## config.mk

```make
export PLATFORM = sky130hd
export DESIGN_NAME = moore_pattern_det
export DESIGN_NICKNAME = d
export VERILOG_FILES = /design/src/rtl/moore_pkg.sv /design/src/rtl/moore_prefix_cmp.sv /design/src/rtl/moore_pattern_det.sv
export SDC_FILE = /design/constraint.sdc
export NUM_CORES = 1
export LEC_CHECK = 0
export ABC_AREA = 1
export BUFFER_PORTS_ARGS = -buffer_cell sky130_fd_sc_hd__buf_2
export CAP_MARGIN = 30
export CELL_PAD_IN_SITES_DETAIL_PLACEMENT = 1
export CELL_PAD_IN_SITES_GLOBAL_PLACEMENT = 2
export CORE_AREA = 2 2 80 82
export CTS_BUF_LIST = sky130_fd_sc_hd__clkbuf_2
export DETAILED_ROUTE_END_ITERATION = 7
export DIE_AREA = 0 0 82 84
export PLACE_DENSITY_LB_ADDON = 0.1
export SKIP_CTS_REPAIR_TIMING = 1
export SLEW_MARGIN = 20
export SYNTH_ARGS = -nofsm -noshare
export SYNTH_HDL_FRONTEND = slang
export SYNTH_SLANG_ARGS = --single-unit
```

## constraint.sdc

```tcl
create_clock -name CLK -period 1.34 [get_ports CLK]
set_input_delay 0 -clock CLK [delete_from_list [all_inputs] [get_ports CLK]]
set_output_delay 0 -clock CLK [all_outputs]
set_load 0.005 [all_outputs]
```

## src/rtl/moore_pkg.sv

```systemverilog
// Shared definitions for the lab's Moore sequence-detector blocks.
package moore_pkg;

  localparam int DEF_W     = 2;
  localparam int DEF_LEN   = 4;
  localparam int DEF_CNT_W = 8;

  // Detection-mode encoding on the OVERLAP pin, common to all lab Moore blocks.
  typedef enum logic {
    OVERLAP_OFF = 1'b0,
    OVERLAP_ON  = 1'b1
  } overlap_mode_e;

  // Ceiling log2 for elaboration-time width calculations; clog2(1) = 0.
  function automatic int clog2(input int value);
    int r;
    r = 0;
    for (int v = value - 1; v > 0; v = v >> 1) begin
      r = r + 1;
    end
    return r;
  endfunction

endpackage

```

## src/rtl/moore_prefix_cmp.sv

```systemverilog
// Checks whether the K newest symbols of the window, all valid, spell PAT[0..K-1].
// Window slot 0 is the newest symbol; pattern slot j is PAT[j], so the newest
// symbol is compared against the last pattern symbol of the prefix.
module moore_prefix_cmp
  import moore_pkg::*;
#(
  parameter int W = DEF_W,
  parameter int K = 1
) (
  input  logic [K*W-1:0] win_sym,
  input  logic [K-1:0]   win_vld,
  input  logic [K*W-1:0] pat_sym,
  output logic           hit
);

  logic [K-1:0] eq;

  genvar gi;
  generate
    for (gi = 0; gi < K; gi++) begin : g_slot
      assign eq[gi] = win_vld[gi] &&
                      (win_sym[gi*W +: W] == pat_sym[(K-1-gi)*W +: W]);
    end
  endgenerate

  assign hit = &eq;

endmodule

```

## src/rtl/moore_pattern_det.sv

```systemverilog
// Moore sequence detector: Q counts how many leading pattern symbols the
// newest input suffix matches; Z decodes Q == LEN. The next state is found by
// testing every prefix length against the shifted history and keeping the
// longest hit, which gives KMP-style fallback without a failure table.
module moore_pattern_det
  import moore_pkg::*;
#(
  parameter int W     = DEF_W,
  parameter int LEN   = DEF_LEN,
  parameter int CNT_W = DEF_CNT_W,
  parameter int QW    = clog2(LEN + 1),
  parameter int IW    = (clog2(LEN) > 0) ? clog2(LEN) : 1
) (
  input  logic             CLK,
  input  logic             RST,
  input  logic             EN,
  input  logic [W-1:0]     X,
  input  logic             OVERLAP,
  input  logic             LOAD,
  input  logic [IW-1:0]    PAT_IDX,
  input  logic [W-1:0]     PAT_DATA,
  input  logic             CLR,
  output logic             Z,
  output logic [QW-1:0]    Q,
  output logic [CNT_W-1:0] MATCH_CNT,
  output logic             CNT_SAT
);

  localparam logic [QW-1:0] Q_FULL = QW'(LEN);

  logic [QW-1:0]    q_q, q_d;
  logic [W-1:0]     hist_sym_q [LEN];
  logic [W-1:0]     hist_sym_d [LEN];
  logic             hist_vld_q [LEN];
  logic             hist_vld_d [LEN];
  logic [W-1:0]     pat_q [LEN];
  logic [W-1:0]     pat_d [LEN];
  logic [CNT_W-1:0] cnt_q, cnt_d;

  // Window = history as it would look after consuming X (slot 0 newest).
  logic [LEN*W-1:0] win_sym;
  logic [LEN-1:0]   win_vld;
  logic [LEN*W-1:0] pat_flat;
  logic [LEN-1:0]   hit;
  logic [QW-1:0]    q_scan;
  logic             flush_hist;

  // After a complete match in non-overlap mode, older symbols may not be reused.
  assign flush_hist = (q_q == Q_FULL) && (OVERLAP == OVERLAP_OFF);

  genvar gi;
  generate
    for (gi = 0; gi < LEN; gi++) begin : g_win
      if (gi == 0) begin : g_new
        assign win_sym[0 +: W] = X;
        assign win_vld[0]      = 1'b1;
      end else begin : g_old
        assign win_sym[gi*W +: W] = hist_sym_q[gi-1];
        assign win_vld[gi]        = hist_vld_q[gi-1] && !flush_hist;
      end
      assign pat_flat[gi*W +: W] = pat_q[gi];

      moore_prefix_cmp #(.W(W), .K(gi + 1)) u_cmp (
        .win_sym (win_sym[(gi+1)*W-1:0]),
        .win_vld (win_vld[gi:0]),
        .pat_sym (pat_flat[(gi+1)*W-1:0]),
        .hit     (hit[gi])
      );
    end
  endgenerate

  // Priority encode: the longest matching prefix wins.
  always_comb begin
    q_scan = '0;
    for (int k = 0; k < LEN; k++) begin
      if (hit[k]) q_scan = QW'(k + 1);
    end
  end

  // Next-state logic: LOAD flushes and writes the pattern, otherwise EN consumes X.
  always_comb begin
    q_d   = q_q;
    cnt_d = cnt_q;
    for (int i = 0; i < LEN; i++) begin
      hist_sym_d[i] = hist_sym_q[i];
      hist_vld_d[i] = hist_vld_q[i];
      pat_d[i]      = pat_q[i];
    end
    if (LOAD) begin
      q_d = '0;
      for (int i = 0; i < LEN; i++) begin
        hist_vld_d[i] = 1'b0;
        if (PAT_IDX == IW'(i)) pat_d[i] = PAT_DATA;
      end
    end else if (EN) begin
      q_d = q_scan;
      for (int i = 0; i < LEN; i++) begin
        hist_sym_d[i] = win_sym[i*W +: W];
        hist_vld_d[i] = win_vld[i];
      end
      if ((q_scan == Q_FULL) && (cnt_q != '1)) cnt_d = cnt_q + CNT_W'(1);
    end
    if (CLR) cnt_d = '0;
  end

  // State, history, pattern and counter registers.
  always_ff @(posedge CLK) begin
    if (RST) begin
      q_q   <= '0;
      cnt_q <= '0;
      for (int i = 0; i < LEN; i++) begin
        hist_sym_q[i] <= '0;
        hist_vld_q[i] <= 1'b0;
        pat_q[i]      <= '0;
      end
    end else begin
      q_q   <= q_d;
      cnt_q <= cnt_d;
      for (int i = 0; i < LEN; i++) begin
        hist_sym_q[i] <= hist_sym_d[i];
        hist_vld_q[i] <= hist_vld_d[i];
        pat_q[i]      <= pat_d[i];
      end
    end
  end

  assign Q         = q_q;
  assign Z         = (q_q == Q_FULL);
  assign MATCH_CNT = cnt_q;
  assign CNT_SAT   = &cnt_q;

endmodule

```

======== Word-level counts from Yosys, hierarchy flattened ========
Memory sizes are Yosys's and may differ from the RTL's.
Index checks and enable logic that the tools add are counted.
Widths: inputs -> output; s select.
cells by class
  add/sub/neg operators ................... 1
  equal/unequal tests ..................... 19
  mux-type cells .......................... 28
  bitwise gates (word level) .............. 14
  reductions and logical operators ........ 22
operators by type and width
  cell                 number
  $mux 2               12
  $mux 8               3
  $eq 2x2->1           10
  $or 1x1->1           12
  $logic_and 1x1->1    11
  $mux 3               3
  $reduce_and 3->1     3
  $add 8x1->8 const B  1
  $mux 1               8
  $mux 4               2
  $ne 8x8->1 const B   1
  $reduce_and 8->1     1
  $eq 3x3->1 const B   2
  $eq 2x2->1 const B   2
  $ne 2x2->1 const B   2
  $reduce_and 2->1     2
  $reduce_and 4->1     1
  $reduce_or 2->1      2
  $eq 2x1->1 const B   1
  $logic_not 2->1      1
  $not 1->1            2
  $logic_not 1->1      1
  $ne 1x1->1 const B   1
storage, ports and cells
  register bits ........................... 11
  bits in writable memories ............... 20
  input port bits ......................... 12
  logic and storage cells ................. 89
  memories kept ........................... 3
memories
  name        depth  bits a word  rd ports  clocked after memory_dff  write ports  RTL line                 source
  hist_sym_q  4      2            3         0                         4            moore_pattern_det.sv:32  logic [W-1:0] hist_sym_q [LEN];
  pat_q       4      2            4         0                         4            moore_pattern_det.sv:36  logic [W-1:0] pat_q [LEN];
  hist_vld_q  4      1            3         0                         4            moore_pattern_det.sv:34  logic hist_vld_q [LEN];

======== Longest topological paths before layout ========
  depth in word-level cells ............... 12
  mapped depth ............................ 11
  mapped depth without buffers ............ 10

======== Modules after synthesis ========
Synthesis repeated with hierarchy kept, for this count alone.
second synthesis, totals
  cells, all modules ...................... 276
  area total of the unflattened synthesis .. 1656.6 um^2
modules (own cells, without submodules)
  module                             instances  cells an instance  area each (um^2)
  moore_pattern_det                  1          173                1237.4
  moore_prefix_cmp (g_win[3].u_cmp)  1          38                 160.2
  moore_prefix_cmp (g_win[2].u_cmp)  1          34                 136.4
  moore_prefix_cmp (g_win[1].u_cmp)  1          21                 83.8
  moore_prefix_cmp (g_win[0].u_cmp)  1          10                 38.8

======== Least setup slack after synthesis ========
OpenSTA, ideal clock, no wires.
  kind .................................... register to register
  start ................................... register cnt_q[0] (netlist: MATCH_CNT[0])
  end ..................................... register cnt_q[4] (netlist: MATCH_CNT[4])
  arrival time ............................ 1.322 ns
  path slack .............................. -0.095 ns
  stages on the path, launching flop included .. 10
  clock period less this slack ............ 1.435 ns
  cells stage by stage .................... dfxtp_1 > ha_1 > nand2_1 > nor3_2 > nand3_1 > buf_2 > nand4_1 > nand2_1 > nand2_1 > nor2_1
between the ends
  longest elaborated chain between the ends .. 3
  elaborated cells on any way between the ends .. 4
ends and longest elaborated chain
  what                                                                 RTL line                  source
  from (decl)                                                          moore_pattern_det.sv:38   logic [CNT_W-1:0] cnt_q, cnt_d;
  from (signal assigned)                                               moore_pattern_det.sv:118  cnt_q <= cnt_d;
  parallel branches: the longest is 3 deep, another holds $add 8x1->8  -
Parallel ways; which one is timed is not known.
A chain may end at the register's enable or synchronous reset.

======== Worst setup path after layout ========
  start ................................... register cnt_q[0] (netlist: MATCH_CNT[0])
  end ..................................... output CNT_SAT
between the ends
  longest elaborated chain between the ends .. 1
ends and longest elaborated chain
  what              RTL line                  source
  $reduce_and 8->1  moore_pattern_det.sv:130  assign CNT_SAT = &cnt_q;
  to (decl)         moore_pattern_det.sv:26   output logic CNT_SAT
No other way between the ends.

==> summary.md <==
| Metric | Value |
|---|---|
| Post-layout min period | 1560 ps |
| Flop pwr share | 0.532 |
| NumNets Final | 361 |
| Placed Area | 2190 sq um |
| Number of fill cells | 816 |
| Synth Cell Area | 1650 sq um |
| Setup crit end kind | output port |
| Status | complete, but fails checks |
| WP buf/inv | 3 |
| CP Data Required Time | 1340 ps |
| Sum Neg Setup Slack | -1020 ps |
| WHS Path Cells | 4 |
| Global-route wire length before repair | 8980 um |
| Leak | 1.18 nW |
| Post-route cell area | 2520 sq um |
| Remaining antenna violation count | 0 |
| Die Wd | 82 um |
| R2R Setup Slk | -120 ps |
| Cts bufs inserted | 3 |
| CP Data Arrival Time | 1560 ps |
| Top Ports | 25 |
| Post-synth top area cell | dfxtp_1 |
| Reg2reg start | MATCH_CNT[0]$_SDFFE_PP0P_ |
| Top cell type's share of synthesized area | 0.340 |
| Multi-input gate area | 1070 sq um |
| Tcrit/Tclk final | 1.16 |
| Yosys reg bits | 28 |
| Vias per cell | 4.50 |
| Clock transition at path regs | 310 ps |
| DRC | 0 |
| Worst hold start | X[0] |
| Worst-margin pin slew | 325 ps |
| Critical path depth | 7 |
| Final worst slack | -220 ps |
| DR WL/cell | 12.9 um |
| Skew-Pair Late Insertion Delay | 390 ps |
| Pre-antenna DRT Iters | 4 |
| Failing checks | setup timing |
| Worst Setup Start Kind | flop |
| Slowest stage delay, CP | 430 ps |
| Layout cells sized above 1 | 0.427 |
| Iter 0 DRT Violations | 33 |
| Final hold vios | 0 |
| Syn_nets | 281 |
| Gpl congestion | 0.878 |
| Via count | 1908 |
| CTS Buffer Depth | 2 |
| Post-placement setup slack | -199 ps |
| Switching share of power | 0.326 |
| Commonest cells after routing, fill and taps aside | nand2_1, nor2_1, buf_4 |
| Peak VDD IR | 317 uV |
| Ys Warns | 0 |
| Hold EP | hist_sym_q[0][0]$_SDFFE_PP0P_ |
| PwrDens | 667 nW/um^2 |
| Row count | 29 |
| Post-DP HPWL | 4350 um |
| Max-slew violation count | 0 |
| Unrepaired setup endpoints after global routing | true |
| Library cells used by synthesis | 25 |
| Initial antenna violation count | 0 |
| CTS tree | built |
| Max_cap viols | 0 |
| Area Growth Syn to Fin | 52.5% |
| CTS H-tree depth | 1 |
| Critical setup path kind | reg -> out |
| Global-route usage over all layers | 0.169 |
| Reg2reg end | MATCH_CNT[5]$_SDFFE_PP0P_ |
| Initial Util | 0.271 |
| Mapped Cells | 268 |
| Post-Route WL | 5490 um |
| Die H | 84 um |
| Diodes inserted | 0 |
| Die Area | 6890 sq um |
| CP delay by family, top | flip-flops |
| Mean Syn Cell Area | 6.16 sq um |
| Gate power share | 0.250 |
| Crit-path max FO | 3 |
| Cell Int Power | 1.13 mW |
| P_sw | 547 uW |
| Post-synthesis sequential area ratio | 0.340 |
| GRT overflow | 0 |
| Final setup vio count | 9 |
| Worst hold path type | in -> reg |
| Root Buffer | clkbuf_2 |
| Top post-synthesis cells by area | dfxtp_1, nand2_1, nor2_1 |
| Core region area | 6100 sq um |
| Port Buffer Count | 24 |
| Max transition margin | 0.784 |
| CP max-delay cell | dfxtp_4 |
| Achievable frequency | 0.641 GHz |
| R2R cell count | 9 |
| Clock Skews | 15.5 ps |
| CP Cell Sequence | ha_4 > nand2_4 > nor3_4 > nand3_2 > buf_6 > inv_2 > buf_2 |
| Largest net degree at the start of global routing | 17 |
| Sequential Area | 598 sq um |
| Commonest non-fill, non-tap cell in the layout | nand2_1 |
| Vias in the first global route | 1918 |
| Clock Power Share | 0.218 |
| Clock sinks | 28 |
| Total Power | 1.68 mW |
-- worst max-delay path by stage --
stage	to	start
after floorplan	MATCH_CNT[7]$_SDFFE_PP0P_	MATCH_CNT[1]$_SDFFE_PP0P_
after global placement	MATCH_CNT[1]$_SDFFE_PP0P_	MATCH_CNT[1]$_SDFFE_PP0P_
after detailed placement	MATCH_CNT[0]$_SDFFE_PP0P_	MATCH_CNT[1]$_SDFFE_PP0P_
after CTS	CNT_SAT	MATCH_CNT[1]$_SDFFE_PP0P_
after global routing	CNT_SAT	MATCH_CNT[0]$_SDFFE_PP0P_
final	CNT_SAT	MATCH_CNT[0]$_SDFFE_PP0P_
-- stage by stage --
| step | hold slack [ps] | instances | utilization |
|---|---|---|---|
| 2_1_floorplan | 93.5 | 268 | - |
| 3_3_place_gp | 274 | 406 | 0.359 |
| 3_5_place_dp | 283 | 406 | 0.359 |
| 4_1_cts | -208 | 410 | 0.362 |
| 5_1_grt | 79.9 | 424 | 0.413 |
| 6_report | 40.2 | 424 | 0.413 |
-- power by group through the flow --
stage	Combinational (mW)	Clock, mW	Sequential [mW]
global placement	0.355	0	0.902
detailed placement	0.357	0	0.902
global route	0.470	0.409	0.898
floorplan	0.191	0	0.897
CTS	0.359	0.377	0.888
finish	0.420	0.366	0.892
-- metal layers --
layer | track usage | part of all wire | up-vias
met5 | 0 | 0 | -
met4 | 0.0409 | 0.0055 | 0
met3 | 0.0162 | 0.016 | 2
met2 | 0.280 | 0.48 | 18
met1 | 0.232 | 0.50 | 879
li1 | - | - | 1009
-- synth_stat cells (all sizes together) --
library cell and n:
a211oi 14, a21oi 8, buf 4, clkbuf 2, clkinv 1, dfxtp 28, ha 1, inv 38
nand2 77, nand3 13, nand4 11, nor2 59, nor3 3, nor3b 2, o21ai 3, xnor2 2
xor2 2
-- flip-flops by register name (all words and copies together), names as in the netlist --
signal      flops
pat_q           8
hist_sym_q      6
hist_vld_q      3
MATCH_CNT       8
Q               3
-- worst min-delay path: stages --
cell,delay [ps]
buf_2,130
buf_4,150
nor2_1,100
a211oi_1,50
-- final cells by class --
| type | count | area share |
|---|---|---|
| multi-input combinational | 195 | 0.427 |
| sequential | 28 | 0.238 |
| timing repair buffer | 81 | 0.231 |
| inverter | 39 | 0.0582 |
| tap | 77 | 0.0383 |
| clock buffer | 4 | 0.00796 |
-- cell families (layout without fill, tap and decap cells) --
group,count (synthesis),count (layout),share of synthesized area
simple gates,165,165,0.428
fa+ha+maj,1,1,0.00758
buf+inv,45,124,0.106
compound gates,25,25,0.0970
xor+xnor,4,4,0.0212
flops,28,28,0.340
Power figures use the tool's default switching activity.
